File: src/rtl/icache_pkg.sv
// Shared definitions for the direct-mapped instruction cache: FSM states,
// default geometry and fetch-address field extraction.
package icache_pkg;

  localparam int LINES_DEF = 16;
  localparam int WORDS_DEF = 4;
  localparam int OFF_W     = $clog2(WORDS_DEF);
  localparam int IDX_W     = $clog2(LINES_DEF);
  localparam int TAG_W     = 30 - OFF_W - IDX_W;

  typedef enum logic [1:0] {
    IDLE,
    FILL,
    DONE
  } state_e;

  // Field extractors take the widths as arguments so they also serve
  // non-default geometries; callers size-cast the result.
  function automatic logic [31:0] pc_word(input logic [31:0] pc, input int off_w);
    return (pc >> 2) & ((32'd1 << off_w) - 32'd1);
  endfunction

  function automatic logic [31:0] pc_index(input logic [31:0] pc, input int off_w,
                                           input int idx_w);
    return (pc >> (2 + off_w)) & ((32'd1 << idx_w) - 32'd1);
  endfunction

  function automatic logic [31:0] pc_tag(input logic [31:0] pc, input int off_w,
                                         input int idx_w);
    return pc >> (2 + off_w + idx_w);
  endfunction

endpackage

File: src/rtl/icache_array.sv
// Valid/tag/data storage for the instruction cache: one combinational read
// port, one word-write port for refill, and a line commit that sets valid.
module icache_array
  import icache_pkg::*;
#(
  parameter int LINES    = LINES_DEF,
  parameter int WORDS    = WORDS_DEF,
  parameter int OFF_BITS = OFF_W,
  parameter int IDX_BITS = IDX_W,
  parameter int TAG_BITS = TAG_W
) (
  input  logic                clk,
  input  logic                reset,
  input  logic [IDX_BITS-1:0] rd_idx,
  input  logic [OFF_BITS-1:0] rd_word,
  output logic                rd_valid,
  output logic [TAG_BITS-1:0] rd_tag,
  output logic [31:0]         rd_data,
  input  logic [IDX_BITS-1:0] fill_idx,
  input  logic                wr_en,
  input  logic [OFF_BITS-1:0] wr_word,
  input  logic [31:0]         wr_data,
  input  logic                commit_en,
  input  logic [TAG_BITS-1:0] commit_tag,
  input  logic                inval_en,
  input  logic [IDX_BITS-1:0] inval_idx
);

  logic [LINES-1:0]    valid_q;
  logic [LINES-1:0]    valid_d;
  logic [TAG_BITS-1:0] tag_q  [LINES];
  logic [31:0]         data_q [LINES][WORDS];

  always_comb begin
    valid_d = valid_q;
    if (inval_en) valid_d[inval_idx] = 1'b0;
    if (commit_en) valid_d[fill_idx] = 1'b1;
  end

  always_ff @(posedge clk or posedge reset) begin
    if (reset) valid_q <= '0;
    else       valid_q <= valid_d;
  end

  // Tags and data are never reset; an invalid line's contents are don't-care.
  always_ff @(posedge clk) begin
    if (commit_en) tag_q[fill_idx] <= commit_tag;
    if (wr_en)     data_q[fill_idx][wr_word] <= wr_data;
  end

  always_comb begin
    rd_valid = valid_q[rd_idx];
    rd_tag   = tag_q[rd_idx];
    rd_data  = data_q[rd_idx][rd_word];
  end

endmodule

File: src/rtl/icache_direct.sv
// Direct-mapped read-only instruction cache: zero-latency hit path, stall
// on miss, in-order line refill over a word req/ready memory handshake.
module icache_direct
  import icache_pkg::*;
#(
  parameter int LINES = LINES_DEF,
  parameter int WORDS = WORDS_DEF
) (
  input  logic        clk,
  input  logic        reset,
  input  logic [31:0] pc,
  output logic [31:0] instr,
  output logic        stall,
  output logic        mem_req,
  output logic [31:0] mem_addr,
  input  logic        mem_ready,
  input  logic [31:0] mem_rdata
);

  localparam int WORD_BITS  = $clog2(WORDS);
  localparam int INDEX_BITS = $clog2(LINES);
  localparam int TAG_BITS   = 30 - WORD_BITS - INDEX_BITS;

  logic [WORD_BITS-1:0]  pc_w;
  logic [INDEX_BITS-1:0] pc_i;
  logic [TAG_BITS-1:0]   pc_t;

  state_e                state_q, state_d;
  logic [WORD_BITS-1:0]  cnt_q, cnt_d;
  logic                  mem_req_q, mem_req_d;
  logic [31:0]           mem_addr_q, mem_addr_d;
  logic [TAG_BITS-1:0]   miss_tag_q, miss_tag_d;
  logic [INDEX_BITS-1:0] miss_idx_q, miss_idx_d;

  logic                  rd_valid;
  logic [TAG_BITS-1:0]   rd_tag;
  logic [31:0]           rd_data;
  logic                  hit;
  logic                  last_word;
  logic [WORD_BITS-1:0]  cnt_nxt;
  logic                  wr_en;
  logic                  commit_en;
  logic                  inval_en;

  always_comb begin
    pc_w = WORD_BITS'(pc_word(pc, WORD_BITS));
    pc_i = INDEX_BITS'(pc_index(pc, WORD_BITS, INDEX_BITS));
    pc_t = TAG_BITS'(pc_tag(pc, WORD_BITS, INDEX_BITS));
  end

  icache_array #(
    .LINES    (LINES),
    .WORDS    (WORDS),
    .OFF_BITS (WORD_BITS),
    .IDX_BITS (INDEX_BITS),
    .TAG_BITS (TAG_BITS)
  ) u_array (
    .clk        (clk),
    .reset      (reset),
    .rd_idx     (pc_i),
    .rd_word    (pc_w),
    .rd_valid   (rd_valid),
    .rd_tag     (rd_tag),
    .rd_data    (rd_data),
    .fill_idx   (miss_idx_q),
    .wr_en      (wr_en),
    .wr_word    (cnt_q),
    .wr_data    (mem_rdata),
    .commit_en  (commit_en),
    .commit_tag (miss_tag_q),
    .inval_en   (inval_en),
    .inval_idx  (pc_i)
  );

  // Hits are only honoured in IDLE; FILL and DONE always stall.
  always_comb begin
    hit   = (state_q == IDLE) && rd_valid && (rd_tag == pc_t);
    stall = !hit;
    instr = hit ? rd_data : 32'h0;
  end

  always_comb begin
    last_word = (cnt_q == WORD_BITS'(WORDS - 1));
    cnt_nxt   = cnt_q + WORD_BITS'(1);
    wr_en     = (state_q == FILL) && mem_ready;
    commit_en = wr_en && last_word;
    inval_en  = (state_q == IDLE) && !hit;
  end

  always_comb begin
    state_d    = state_q;
    cnt_d      = cnt_q;
    mem_req_d  = mem_req_q;
    mem_addr_d = mem_addr_q;
    miss_tag_d = miss_tag_q;
    miss_idx_d = miss_idx_q;
    unique case (state_q)
      IDLE: begin
        if (!hit) begin
          miss_tag_d = pc_t;
          miss_idx_d = pc_i;
          cnt_d      = '0;
          mem_req_d  = 1'b1;
          mem_addr_d = {pc_t, pc_i, {WORD_BITS{1'b0}}, 2'b00};
          state_d    = FILL;
        end
      end
      FILL: begin
        if (mem_ready) begin
          cnt_d = cnt_nxt;
          if (last_word) begin
            mem_req_d = 1'b0;
            state_d   = DONE;
          end else begin
            mem_addr_d = {miss_tag_q, miss_idx_q, cnt_nxt, 2'b00};
          end
        end
      end
      DONE: state_d = IDLE;
      default: state_d = IDLE;
    endcase
  end

  always_ff @(posedge clk or posedge reset) begin
    if (reset) begin
      state_q    <= IDLE;
      cnt_q      <= '0;
      mem_req_q  <= 1'b0;
      mem_addr_q <= 32'h0;
    end else begin
      state_q    <= state_d;
      cnt_q      <= cnt_d;
      mem_req_q  <= mem_req_d;
      mem_addr_q <= mem_addr_d;
    end
  end

  // The miss address is only meaningful while a fill is in progress.
  always_ff @(posedge clk) begin
    miss_tag_q <= miss_tag_d;
    miss_idx_q <= miss_idx_d;
  end

  assign mem_req  = mem_req_q;
  assign mem_addr = mem_addr_q;

endmodule

File: config.mk
export PLATFORM = sky130hd
export DESIGN_NAME = icache_direct
export DESIGN_NICKNAME = d
export VERILOG_FILES = /design/src/rtl/icache_pkg.sv /design/src/rtl/icache_array.sv /design/src/rtl/icache_direct.sv
export SDC_FILE = /design/constraint.sdc
export NUM_CORES = 2
export LEC_CHECK = 0
export ABC_AREA = 1
export CORE_MARGIN = 5
export CORE_UTILIZATION = 25
export CTS_CLUSTER_SIZE = 14
export DETAILED_ROUTE_END_ITERATION = 16
export PLACE_DENSITY = 0.5
export SYNTH_ARGS = -nofsm -noshare
export SYNTH_HDL_FRONTEND = slang
export SYNTH_SLANG_ARGS = --single-unit
File: constraint.sdc
create_clock -name clk -period 4.9 [get_ports clk]
set_input_delay 0.735 -clock clk [delete_from_list [all_inputs] [get_ports clk]]
set_output_delay 0.735 -clock clk [all_outputs]
set_load 0.03 [all_outputs]
==> metrics.yaml <==
slew_viol_final: 0
place_congestion: 0.821
first_iter_violations: 6324
track_usage_pct: 14.2
crit_type: "input port to primary output"
die_area_mm2: 0.386
num-fill-cells: 36900
start_util_pct: 25.1
yosysWarningCount: 0
root_buffer: "clkbuf_16"
yosysSeqAreaShare_pct: 80.4
syn_avg_cell_area_um2: 15.0
num_rows: 224
reg2regPathDepth: 7
cts_buffer_depth: 4
fin_area_mm2: 0.111
worstPathArrival_ns: 4.00
cp_max_fo: 73
r2r-start: "state_q[1]$_DFFE_PP0P_"
final_nets: 6604
fin_crit_ns: 4.73
clk-insertion-delay-late_ns: 0.89
seq_area_mm2: 0.0751
setup_violations: 0
multi_input_area_mm2: 0.0169
clkTransAtPathRegs_ns: 0.07
yosys_register_bits: 2511
holdPathStages: 1
synth_area_mm2: 0.0935
drv_cap: 0
drc: 0
cts-buffers-inserted: 245
vias: 57300
ios: 133
post-route-util_pct: 29.8
via_per_inst: 4.89
finalHoldViolCount: 0
pwr_density_cell_mw_per_mm2: 424
antenna_found_initial: 23
grt_max_degree: 92
grt_pass1_wl_um: 406000
status: "complete, no violations"
die_h_um: 622
max_slew_margin_pct: 17.6
ir_drop_mv: 0.329
reg2reg_slack_ns: 1.19
end_kind: "primary output"
hold_end: "miss_idx_q[3]$_DFFE_PN_"
leakagePower_nw: 35.4
holdCritStartpoint: "pc[7]"
dr.pass1.iters: 5
finalClockSkew_ns: 0.109
cts.sinks: 2511
place_area_mm2: 0.103
critPathRequiredTime_ns: 4.16
core_area_mm2: 0.372
syn_to_final_growth_pct: 18.8
clock.fmax_ghz: 0.211
worst_pin_slew_ns: 1.24
synth.distinct_cells: 33
grt_pass1_vias: 54900
netlist_instances: 6238
gr-total-overflow: 0
htreeDepth: 4
io_buffer_count: 128
reg2reg_to: "u_array.data_q[9][58]$_DFFE_PP_"
async_reset_ff_share_pct: 2.03
synth_edf_count: 2460
ant_nets: 0
routed_wl_um: 287000
die_w_um: 622
synth_flop_cell: "edfxtp_1"
critPathLaunchType: "input port"
fin_crit_sh_pct: 96.6
cts_tree: "yes"
rsz0062_at_grt: "false"
hold_class: "input port to register"
wire_per_inst_um: 24.5
drive_above_1_share_pct: 11.9
dp_hpwl_um: 158000
==> placed cells by master (no fill, tap or decap), types with 25 or more instances in the layout <==
cell type,n
nand4_1,105
buf_4,238
clkinv_2,39
dfrtp_1,51
nor2_4,67
o21ai_0,567
o22ai_1,1023
o221ai_1,25
nor2_1,156
buf_12,112
edfxtp_1,2460
clkbuf_1,61
clkbuf_16,247
clkdlybuf4s50_1,57
nand3_1,105
inv_1,71
nand2_1,1082
clkinv_1,55
buf_2,34
==> kinds of logic after synthesis <==
family	synth area share [%]
other	0.00401
DFF	80.4
and+or+nand+nor	6.67
adders and majority gates	0.0535
buffers and inverters	2.10
AOI/OAI and AO/OA	10.8
==> report_power, final <==
part,leakage [nW],switching [mW],internal [mW]
logic,8.89,2.95,1.12
registers,22.8,0.457,24.4
clock network,3.70,7.98,10.2
==> through the flow <==
stage / hold slack [ns] / setup WS (ns) / cells / setup TNS [ns] / power, mW
4_1_cts: 0.324 / 0.0317 / 11700 / 0 / 47.5
3_3_place_gp: 0.458 / -0.204 / 11300 / -0.739 / 29.3
5_1_grt: 0.273 / 0.0387 / 11700 / 0 / 48.8
2_1_floorplan: 0.443 / 0.424 / 6239 / 0 / 27.1
3_5_place_dp: 0.459 / -0.176 / 11300 / -0.496 / 29.4
6_report: 0.337 / 0.169 / 11700 / 0 / 47.1
==> repair_timing <==
item / 4_1_cts / 5_1_grt
buffers inserted: 0 / 1
endpoints found under the setup margin: 5 / 32
pin swaps: 0 / 1
resized for setup: 5 / 2
endpoints found under the hold margin: 0 / 0
hold buffers: 0 / 0
==> sequential cells by signal, indices dropped and copies added (netlist names) <==
signal,flops
miss_idx_q,4
cnt_q,2
miss_tag_q,24
mem_req,1
u_array.data_q,2048
u_array.tag_q,384
u_array.valid_q,16
mem_addr,30
state_q,2
==> critical path, stage by stage <==
cell and delay [ns]:
buf_4 0.34, inv_4 0.12, nand2_4 0.17, buf_12 0.33
buf_12 0.28, o22ai_1 0.10, o21ai_0 0.20, nand3_1 0.22
o221ai_2 0.45, buf_4 0.19, o21ai_0 0.29, nor2_1 0.30
buf_12 0.15
==> worst max path at each step <==
stage          slack [ns]                              end                    from  cells after the start
2_1_floorplan        0.42  u_array.data_q[10][0]$_DFFE_PP_  state_q[1]$_DFFE_PP0P_                      6
3_3_place_gp        -0.20                        instr[18]                   pc[6]                     11
3_5_place_dp        -0.18                        instr[18]                   pc[6]                     11
4_1_cts              0.03                        instr[16]                   pc[6]                     10
5_1_grt              0.04                        instr[24]                   pc[4]                     13
6_report             0.17                        instr[24]                   pc[4]                     13
==> layer usage <==
layer	GRT usage (%)	up-vias	wire (um)
li1	-	24900	-
met5	0	-	41
met2	22.5	2311	132000
met4	3.26	6	6440
met3	2.44	400	21900
met1	20.2	29700	127000
==> synth_stat cells (4+ instances only) <==
cell / n / area, um^2
nand3_1: 106 / 531
o21ai_0: 571 / 2860
buf_1: 37 / 139
nor2_1: 222 / 833
edfxtp_1: 2460 / 73900
o22ai_1: 1023 / 6400
dfrtp_1: 51 / 1280
o22a_1: 11 / 96.3
inv_1: 76 / 285
nand4_1: 105 / 657
a22oi_1: 8 / 60.1
inv_2: 6 / 22.5
nand2_1: 1089 / 4090
nor3_1: 8 / 40.0
buf_2: 85 / 425
a21oi_1: 14 / 70.1
o211ai_1: 7 / 52.6
ha_1: 4 / 50.1
clkbuf_1: 258 / 968
buf_4: 16 / 120
o21bai_1: 11 / 82.6
a41oi_1: 22 / 193
o221ai_1: 26 / 228
==> layout make-up <==
class,instances,area share [%]
clock buffer,316,5.87
timing repair buffer,443,4.32
sequential,2511,67.7
tap,4972,5.60
multi-input combinational,3249,15.2
clock inverter,127,0.961
inverter,83,0.310
antenna,7,0.0158
Note: power is estimated with default switching activity, not from simulation.
